### config.mk
export PLATFORM = sky130hd
export DESIGN_NAME = usb_rx_line_decode
export DESIGN_NICKNAME = d
export VERILOG_FILES = /design/src/rtl/usb_rx_line_decode.sv
export SDC_FILE = /design/constraint.sdc
export NUM_CORES = 1
export LEC_CHECK = 0
export CORE_ASPECT_RATIO = 1.4
export CORE_MARGIN = 3
export CORE_UTILIZATION = 45
export CTS_BUF_LIST = sky130_fd_sc_hd__clkbuf_8 sky130_fd_sc_hd__clkbuf_16
export CTS_CLUSTER_SIZE = 8
export DETAILED_ROUTE_END_ITERATION = 8
export PLACE_DENSITY = 0.71
export SYNTH_ARGS = -nofsm -noshare
export SYNTH_HDL_FRONTEND = slang
export SYNTH_SLANG_ARGS = --single-unit
### constraint.sdc
create_clock -name clock -period 3.8 [get_ports clock]
set_input_delay 0.95 -clock clock [delete_from_list [all_inputs] [get_ports clock]]
set_output_delay 0.95 -clock clock [all_outputs]
set_load 0.01 [all_outputs]
### src/rtl/usb_rx_line_decode.sv
// usb_rx_line_decode
//
// Receive line front end for the USB host receive path. It samples DP/DM once
// per bit clock and classifies each sample as J, K, SE0 or SE1. It then performs
// NRZI decoding, SYNC hunting, bit unstuffing and EOP tracking. The results are
// presented as registered strobes to the downstream packet-decode FSM.
//
// Optional feature macro: USB_RX_STUFF_ERR_EN
//   defined   : a decoded 1 in the stuff position aborts with rx_err.
//   undefined : the stuff-position bit is always dropped silently.
//
// Ports
//   clock      in   bit-rate clock, all logic on posedge
//   reset      in   synchronous, active-high
//   DP_in      in   sampled D+ (already synchronised)
//   DM_in      in   sampled D-
//   rec_start  in   arm receiver, honoured only in IDLE
//   in_bit     out  decoded, unstuffed data bit (qualified by bit_valid)
//   bit_valid  out  in_bit carries a payload bit
//   sync_rec   out  one-cycle pulse, SYNC completed
//   se0_rec    out  high for every SE0 sample seen in DATA or EOP
//   eop_done   out  one-cycle pulse, valid SE0 SE0 J completed
//   rx_err     out  one-cycle pulse, abort
//   state_dbg  out  current FSM state (0 IDLE, 1 HUNT, 2 DATA, 3 EOP1, 4 EOP2)
//
// All outputs are registered and reflect the sample taken one clock earlier.

module usb_rx_line_decode #(
    parameter int SYNC_TIMEOUT = 32
) (
    input  logic       clock,
    input  logic       reset,
    input  logic       DP_in,
    input  logic       DM_in,
    input  logic       rec_start,
    output logic       in_bit,
    output logic       bit_valid,
    output logic       sync_rec,
    output logic       se0_rec,
    output logic       eop_done,
    output logic       rx_err,
    output logic [2:0] state_dbg
);

    typedef enum logic [2:0] {
        S_IDLE = 3'd0,
        S_HUNT = 3'd1,
        S_DATA = 3'd2,
        S_EOP1 = 3'd3,
        S_EOP2 = 3'd4
    } state_t;

    state_t     state;
    logic       prev;      // last J/K line state, 1 = J
    logic [7:0] sr;        // HUNT shift register, newest bit at LSB
    logic [3:0] fill;      // bits shifted into sr since it was cleared, saturates at 8
    logic [7:0] hunt_cnt;  // samples spent in HUNT
    logic [2:0] ones;      // consecutive decoded ones in DATA

    logic       is_j;
    logic       is_k;
    logic       is_se0;
    logic       is_se1;
    logic       line_jk;
    logic       dec_bit;
    logic [7:0] sr_shift;
    logic [3:0] fill_inc;
    logic [7:0] hunt_inc;

    always_comb begin
        is_j     = DP_in & ~DM_in;
        is_k     = ~DP_in & DM_in;
        is_se0   = ~DP_in & ~DM_in;
        is_se1   = DP_in & DM_in;
        line_jk  = is_j | is_k;
        // NRZI: no transition decodes as 1
        dec_bit  = (is_j == prev);
        sr_shift = {sr[6:0], dec_bit};
        fill_inc = (fill == 4'd8) ? 4'd8 : fill + 4'd1;
        hunt_inc = hunt_cnt + 8'd1;
    end

    always_ff @(posedge clock) begin
        if (reset) begin
            state     <= S_IDLE;
            prev      <= 1'b1;
            sr        <= '0;
            fill      <= '0;
            hunt_cnt  <= '0;
            ones      <= '0;
            in_bit    <= 1'b0;
            bit_valid <= 1'b0;
            sync_rec  <= 1'b0;
            se0_rec   <= 1'b0;
            eop_done  <= 1'b0;
            rx_err    <= 1'b0;
        end else begin
            in_bit    <= 1'b0;
            bit_valid <= 1'b0;
            sync_rec  <= 1'b0;
            se0_rec   <= 1'b0;
            eop_done  <= 1'b0;
            rx_err    <= 1'b0;

            if (line_jk) begin
                prev <= is_j;
            end

            case (state)
                S_IDLE: begin
                    if (rec_start) begin
                        state    <= S_HUNT;
                        sr       <= '0;
                        fill     <= '0;
                        hunt_cnt <= '0;
                    end
                end

                S_HUNT: begin
                    hunt_cnt <= hunt_inc;
                    if (is_se1) begin
                        rx_err <= 1'b1;
                        state  <= S_IDLE;
                    end else if (line_jk && sr_shift == 8'b0000_0001 && fill_inc == 4'd8) begin
                        // The fill qualifier stops a freshly cleared sr from
                        // matching on its very first decoded 1.
                        sync_rec <= 1'b1;
                        ones     <= 3'd1;
                        state    <= S_DATA;
                    end else if (hunt_inc == 8'(SYNC_TIMEOUT)) begin
                        rx_err <= 1'b1;
                        state  <= S_IDLE;
                    end else if (is_se0) begin
                        sr   <= '0;
                        fill <= '0;
                    end else begin
                        sr   <= sr_shift;
                        fill <= fill_inc;
                    end
                end

                S_DATA: begin
                    if (is_se1) begin
                        rx_err <= 1'b1;
                        state  <= S_IDLE;
                    end else if (is_se0) begin
                        se0_rec <= 1'b1;
                        ones    <= '0;
                        state   <= S_EOP1;
                    end else if (ones == 3'd6) begin
                        // Stuff position: never emitted.
`ifdef USB_RX_STUFF_ERR_EN
                        if (dec_bit) begin
                            rx_err <= 1'b1;
                            state  <= S_IDLE;
                        end
`endif
                        ones <= '0;
                    end else begin
                        in_bit    <= dec_bit;
                        bit_valid <= 1'b1;
                        ones      <= dec_bit ? ones + 3'd1 : 3'd0;
                    end
                end

                S_EOP1: begin
                    if (is_se0) begin
                        se0_rec <= 1'b1;
                        state   <= S_EOP2;
                    end else begin
                        rx_err <= 1'b1;
                        state  <= S_IDLE;
                    end
                end

                S_EOP2: begin
                    if (is_j) begin
                        eop_done <= 1'b1;
                    end else begin
                        rx_err <= 1'b1;
                    end
                    state <= S_IDLE;
                end

                default: begin
                    state <= S_IDLE;
                end
            endcase
        end
    end

    assign state_dbg = state;

endmodule

Word-level counts from Yosys, hierarchy flattened
Cells that the tools add are included.
{"block": "totals", "reg_bits": 32, "inputBits": 5, "out_inout_bits": 9, "elab_cells": 98}
{"block": "classes", "add_sub_neg": 3, "n_eq_ne": 18, "muxes": 42, "n_bitwise": 10, "n_reduce_logical": 13}
{"op": "$mux W3", "n": 13}
{"op": "$mux W7", "n": 4}
{"op": "$mux W4", "n": 6}
{"op": "$pmux W8 S2", "n": 1}
{"op": "$pmux W7 S2", "n": 1}
{"op": "$ne A2 B2 Y1 const B", "n": 6}
{"op": "$pmux W3 S4", "n": 1}
{"op": "$mux W1", "n": 11}
{"op": "$add A8 B1 Y8 const B", "n": 1}
{"op": "$eq A4 B4 Y1 const B", "n": 2}
{"op": "$eq A8 B1 Y1 const B", "n": 1}
{"op": "$eq A8 B6 Y1 const B", "n": 1}
{"op": "$mux W8", "n": 1}
{"op": "$pmux W4 S2", "n": 1}
{"op": "$eq A3 B2 Y1 const B", "n": 2}
{"op": "$eq A3 B3 Y1 const B", "n": 2}
{"op": "$pmux W3 S2", "n": 1}
{"op": "$not A1 Y1", "n": 5}
{"op": "$reduce_and A5 Y1", "n": 1}
{"op": "$reduce_or A5 Y1", "n": 1}
{"op": "$add A4 B1 Y4 const B", "n": 1}
{"op": "$and A1 B1 Y1", "n": 4}
{"op": "$ne A4 B4 Y1 const B", "n": 1}
{"op": "$pmux W1 S4", "n": 1}
{"op": "other kinds (15)", "n": 17}

Longest topological paths before layout
{"block": "depth", "depth_word": 9, "depth_mapped": 9, "ltp_nobuf": 8}

Worst setup path before layout
Ideal clock, no wire load.
{"block": "synth_timing", "path_type": "input to register", "start": "in DM_in", "end": "reg ones[1]", "setup_ns": 0.071, "arrival_ns": 2.884, "required_ns": 3.729, "setup_slack_ns": 0.845, "cell_stages": 8, "path_cell_list": "inv_1 -> ha_1 -> nor4b_2 -> nand4_1 -> or3_4 -> o31a_1 -> or4_1 -> a21oi_1"}
{"block": "synth_between", "word_cells_on_any_way": 19, "classes_between": "eq/ne: 5; mux: 5; bitwise: 6; reduce/logical: 3"}
{"element": "start: declaration", "line": "34", "rtl": "input logic DM_in,"}
{"element": "$not A1 Y1", "line": "71", "rtl": "is_j = DP_in & ~DM_in;"}
{"element": "$and A1 B1 Y1", "line": "71"}
{"element": "$or A1 B1 Y1 *", "line": "75", "rtl": "line_jk = is_j | is_k;"}
{"element": "named net line_jk", "line": "64", "rtl": "logic line_jk;"}
{"element": "$logic_and A1 B1 Y1 * (2 in series)", "line": "124", "rtl": "end else if (line_jk && sr_shift == 8'b0000_0001 && fill_inc == 4'd8) begin"}
{"element": "$ne A2 B2 Y1 (no source line) *"}
{"element": "$reduce_and A4 Y1 (no source line) *"}
{"element": "end signal: assignment", "line": "162", "rtl": "ones <= dec_bit ? ones + 3'd1 : 3'd0;"}
{"element": "end: declaration", "line": "58", "rtl": "logic [2:0] ones;"}
Mark *: on every way through the listed nets, which the timed path passes. The rest lies on a longest branch. The select of a mux whose other input is x is not followed.
A chain may end at the register's enable or synchronous reset.

Worst setup path in the final report
{"block": "layout_timing", "start": "in DP_in", "end": "reg ones[1]"}
{"block": "layout_between", "elab_chain_cells": 7, "word_cells_on_any_way": 19, "classes_between": "eq/ne: 5; mux: 5; bitwise: 6; reduce/logical: 3"}
{"element": "start: declaration", "line": "33", "rtl": "input logic DP_in,"}
{"element": "$not A1 Y1", "line": "72", "rtl": "is_k = ~DP_in & DM_in;"}
{"element": "$and A1 B1 Y1", "line": "72"}
{"element": "$or A1 B1 Y1 *", "line": "75"}
{"element": "named net line_jk", "line": "64"}
{"element": "$logic_and A1 B1 Y1 * (2 in series)", "line": "124"}
{"element": "$ne A2 B2 Y1 (no source line) *"}
{"element": "$reduce_and A4 Y1 (no source line) *"}
Marked as above.

==> results.yml <==
global_routing:
  grt_pass1_wl_um: 5989
  antenna_found_initial: 0
  grt_pass1_vias: 1327
  overflow: 0
  grt_use_total: 0.1677
  grt_max_degree: 18
die:
  rows: 25
  initial_core_util: 0.4882
  ioPinCount: 14
  core_mm2: 0.003503
  dieArea_mm2: 0.004587
  die_x_um: 58.11
  die_y_um: 78.95
power_and_ir_drop:
  clockPowerShare: 0.394
  pwr-share-seq: 0.491
  p_int_uw: 536.8
  p_switching_uw: 167.7
  power.density_mw_per_mm2: 355.9
  vdd_ir_drop_max_uv: 273.8
  power_leakage_nw: 0.7719
  combPwrFrac: 0.115
  power.share.switching: 0.2381
drt:
  wl_um: 3431
  drc: 0
  first_pass_iters: 4
  drtIter0Drc: 61
  vias_per_cell: 5.456
  vias: 1424
  final_antenna_net_count: 0
  wire_per_inst_um: 13.15
placement:
  io_buffers: 13
  dp_hpwl_um: 2485
  place.gp.congestion: 0.8322
  dp_cells: 254
final_layout:
  area_growth_pct: 15.73
  instances_no_fill: 261
  drive_gt1_frac: 0.07240
  num_antenna_cells: 0
  layout.nets: 235
yosys:
  synthTopCellsByCount: "32 x dfxtp_1, 23 x nand2_1, 23 x nor2_1"
  synth_area_mm2: 0.001710
  synth_most_common_cell: "dfxtp_1"
  yosys_warnings: 0
  yosys.area.top_type: "dfxtp_1"
  ys_seq_elements: 32
  syn_avg_cell_area_um2: 8.303
  synth-main-ff-cell: "dfxtp_1"
  ys_seq_area_frac: 0.3745
  synth_edf_count: 0
  synth_fp_nets: 220
  async_reset_ff_frac: 0
  ys_top_cells_by_area: "dfxtp_1 37%, ha_1 6.6%, mux2i_1 6.4%"
  synth_top_area_share: 0.3745
  synthCells: 206
  yosysUniqueCellTypes: 45
clock_tree:
  postCtsHoldBufs: 0
  h-tree-depth: 2
  cts_tree: "built"
  clock_latency_ns: 0.28
  clk_path_buf_depth: 2
  clk_pin_slew_worst_paths_ns: 0.07
  cts.sinks: 32
  clock-root-buffer: "clkbuf_8"
  ctsResizeCount: 0
  numCtsBuffers: 5
  cts_setup_buffers: 0
worst_setup_path:
  crit_type: "input pin to flip-flop"
  critPathLaunchType: "input pin"
  crit_fanout: 5
  path_cells: "clkdlybuf4s50_1 -> inv_1 -> ha_1 -> nor4b_2 -> nand4_1 -> or3_4 -> o31a_1 -> or4_1 -> a21oi_1"
  setup.worst_path.end_class: "flip-flop"
  worstPathRequired_ns: 4.02
  arrival_ns: 3.56
  critical_path.max_stage_delay_ns: 0.51
  slowest_stage: "clkdlybuf4s50_1"
sta:
  setup_viol: 0
  rsz0062_at_grt: "no"
  min_period_ns: 3.346
  tightest_slew_ns: 0.9140
  hold_violations: 0
  max-slew-margin-rel: 0.3860
  period_share: 0.8805
  max_freq_mhz: 298.9
  slew_viol_final: 0
  skew_ns: 0.008755
  setup_tns_ns: 0
worst_hold_path:
  min_path_type: "flip-flop to flip-flop"
status:
  status: "finished clean"
run:
  maxCapViolations: 0
==> stage by stage <==
| step | utilization | setup WS [ns] | total power, mW | cell area [um2] | hold WS [ns] |
|---|---|---|---|---|---|
| 2_1_floorplan | - | 0.8453 | 0.4105 | 1710 | 0.4512 |
| 3_3_place_gp | 0.5375 | 0.2394 | 0.4340 | 1883 | 0.4674 |
| 3_5_place_dp | 0.5375 | 0.1606 | 0.4342 | 1883 | 0.4766 |
| 4_1_cts | 0.5650 | 0.4494 | 0.7104 | 1979 | 0.4843 |
| 5_1_grt | 0.5650 | 0.3256 | 0.7350 | 1979 | 0.5131 |
| 6_report | 0.5650 | 0.4541 | 0.7045 | 1979 | 0.4783 |
==> layout make-up <==
type                    instances  area, um2
inverters                       8      30.03
clock buffers                   7      96.34
repair buffers                 17      160.2
multi-input cells             157       1002
flip-flops and latches         32      640.6
well taps                      40      50.05
fillers                       324       1524
==> metal layers <==
metal | global-route usage | vias to the layer above | wire [um]
met5 | 0 | - | 0
met4 | 0.08585 | 0 | 68
met3 | 0.04390 | 5 | 116
met2 | 0.2670 | 21 | 1713
met1 | 0.2042 | 656 | 1532
li1 | - | 742 | -
==> logic make-up (layout without fill, tap and decap cells) <==
kind of cell	Yosys count	after routing	share of synthesized area
XOR/XNOR	6	6	0.03511
flip-flops	32	32	0.3745
AND/OR/NAND/NOR	93	93	0.2765
AO/OA/AOI/OAI	37	37	0.1375
multiplexers	12	12	0.07096
adder cells (fa/ha/maj)	9	9	0.06584
buffers and inverters	17	32	0.03951
==> flip-flops by register name, summed over array words and instances, names as in the netlist <==
name,cells
ones,3
sr,7
bit_valid,1
prev,1
state_dbg,3
se0_rec,1
hunt_cnt,8
rx_err,1
in_bit,1
eop_done,1
sync_rec,1
fill,4
==> cell usage in the layout (no fill, tap or decap), types with 7 or more instances in the layout <==
master           instances
a21oi_1                 14
clkbuf_8                 7
clkdlybuf4s50_1         13
dfxtp_1                 32
ha_1                     9
inv_1                    8
mux2i_1                 11
nand2_1                 23
nand2b_1                14
nor2_1                  23
nor3_1                   8
==> path summary, 6_finish.rpt <==
check,startpoint,endpoint,slack (ns),cells after the start
min reg2reg,sr[5]$_SDFFE_PP0P_,sr[6]$_SDFFE_PP0P_,0.48,2
max reg2reg,hunt_cnt[0]$_SDFFE_PP0P_,sr[3]$_SDFFE_PP0P_,1.32,7
min,sr[5]$_SDFFE_PP0P_,sr[6]$_SDFFE_PP0P_,0.48,2
max,DP_in,ones[1]$_SDFFE_PP0P_,0.45,9
==> power groups by stage <==
stage | registers [mW] | clock network, mW | logic [mW]
floorplan | 0.351 | 0 | 0.0591
global placement | 0.354 | 0 | 0.0805
detailed placement | 0.354 | 0 | 0.0807
CTS | 0.346 | 0.283 | 0.0813
global route | 0.347 | 0.299 | 0.0895
finish | 0.346 | 0.278 | 0.0807
==> worst max-delay path: cells and delay by family <==
family | cells | cell delay (ns)
AND/OR/NAND/NOR | 4 | 1.22
adder cells (fa/ha/maj) | 1 | 0.34
buffers and inverters | 2 | 0.58
AO/OA/AOI/OAI | 2 | 0.46
(Power assumes the default switching activity.)
==> RTL edit, RTL diff (same flow settings) <==
Put one more register stage on the output `sync_rec`, with the module's reset. The value now appears one clock later. The other outputs are not delayed to match. Comments in the files are not updated.
--- a/src/rtl/usb_rx_line_decode.sv
+++ b/src/rtl/usb_rx_line_decode.sv
@@ -50,6 +50,8 @@
         S_EOP2 = 3'd4
     } state_t;
 
+    logic sync_rec_s0;
+
     state_t     state;
     logic       prev;      // last J/K line state, 1 = J
     logic [7:0] sr;        // HUNT shift register, newest bit at LSB
@@ -90,14 +92,14 @@
             ones      <= '0;
             in_bit    <= 1'b0;
             bit_valid <= 1'b0;
-            sync_rec  <= 1'b0;
+            sync_rec_s0 <= 1'b0;
             se0_rec   <= 1'b0;
             eop_done  <= 1'b0;
             rx_err    <= 1'b0;
         end else begin
             in_bit    <= 1'b0;
             bit_valid <= 1'b0;
-            sync_rec  <= 1'b0;
+            sync_rec_s0 <= 1'b0;
             se0_rec   <= 1'b0;
             eop_done  <= 1'b0;
             rx_err    <= 1'b0;
@@ -124,7 +126,7 @@
                     end else if (line_jk && sr_shift == 8'b0000_0001 && fill_inc == 4'd8) begin
                         // The fill qualifier stops a freshly cleared sr from
                         // matching on its very first decoded 1.
-                        sync_rec <= 1'b1;
+                        sync_rec_s0 <= 1'b1;
                         ones     <= 3'd1;
                         state    <= S_DATA;
                     end else if (hunt_inc == 8'(SYNC_TIMEOUT)) begin
@@ -191,5 +193,13 @@
 
     assign state_dbg = state;
 
+    always_ff @(posedge clock) begin
+        if (reset) begin
+            sync_rec <= '0;
+        end else begin
+            sync_rec <= sync_rec_s0;
+        end
+    end
+
 endmodule
 
Formal check against the unedited RTL: not equivalent (Yosys sat finds a counterexample within 10 cycles, from zero or initial values and one cycle with reset high).
==> RTL edit against the unedited design <==
Sequential share of layout area up 1.1 points. Maximum frequency up 0.20%. Global-route usage up 1.6 points. Register-to-register slack better by 0.03 ns. Routed wire length up 10%. Worst setup slack better by 0.0065 ns. Die area up 1.3%. Hold slack worse by 0.041 ns. Sequential cell count up 1. Power down 3.7%. Area after synthesis up 1.5%. Clock skew down 0.0043 ns. Final area down 0.13%. Critical path type unchanged.
==> RTL edit: results (changes against the unedited design) <==
Power and ir drop
  – Static leakage: 0.000733 uW (-5.0%)
  – Clk pwr: 239 uW (-14%)
  – Total power: 678 uW (-3.7%)
  – Gate power share: 11.8% (+0.3 points)
  – Worst vdd ir: 0.251 mV (-8.2%)

Route
  – DRT iter0 DRCs: 59 (-3.3%)
  – Final WL: 3770 um (+10%)

STA
  – Worst Max-Slew Pin Slew: 0.778 ns (-0.136 ns)
  – Clk_skew: 0.00448 ns (-0.00427 ns)

Layout
  – Clk cell area share: 4.05% (-0.82 points)
  – Nets: 220 (-6.4%)
  – Layout cell share with drive strength beyond 1: 15.9% (+8.7 points)
  – Fill count: 346 (+6.8%)
  – Multi-input gates: 143 (-8.9%)
  – Area of the multi-input gates: 1010 um^2 (+0.62%)

Setup path
  – Crit path max-delay cell type: a2111oi_4
  – CP Max Fanout: 10 (+5)
  – Top delay family on crit path: compound AO/OA/AOI/OAI gates

GRT
  – Vias in the first global route: 1536 (+16%)
  – Total GRT Usage: 18.3% (+1.6 points)
  – Largest net degree at the start of global routing: 25 (+7)

Synthesis
  – Post-Syn Nets: 205 (-6.8%)
  – Netlist cell types: 55 (+22%)
  – Register area share after synthesis: 38.1% (+0.61 points)
  – Most common library cells after synthesis: dfxtp_1 (33), nor2_1 (24), nand2_1 (18)

Status
  – Status: complete, no violations

Place
  – Post-detail-place hpwl: 2790 um (+12%)
  – Dpl ws: 0.173 ns (+0.0120 ns)
  – Cell Area, Placed: 1900 um^2 (+0.73%)
RTL edit: metal layers:
metal | wire, um | global-route usage (%) | vias up
met1 | 1650 | 20.5 | 714
li1 | - | - | 732
met3 | 130 | 5.02 | 7
met5 | 0 | 0 | -
met2 | 1930 | 31.7 | 35
met4 | 65 | 7.89 | 0
RTL edit: kinds of logic (layout without fill, tap and decap cells):
family,Yosys count,in the layout,share of synthesized area [%]
AND/OR/NAND/NOR,82,82,25.5
AO/OA/AOI/OAI,44,44,21.1
flip-flops,33,33,38.1
buffers and inverters,15,31,3.82
adder cells (fa/ha/maj),9,9,6.49
multiplexers,5,5,3.03
XOR/XNOR,3,3,1.95
RTL edit: worst paths after layout:
check | from | to | slack (ns) | cells past startpoint
worst max-delay path | DM_in | fill[0] | 0.46 | 9
worst min-delay path | sync_rec_s0 | sync_rec | 0.44 | 1
worst max register to register | hunt_cnt[0] | fill[0] | 1.35 | 7
worst min register to register | sync_rec_s0 | sync_rec | 0.44 | 1
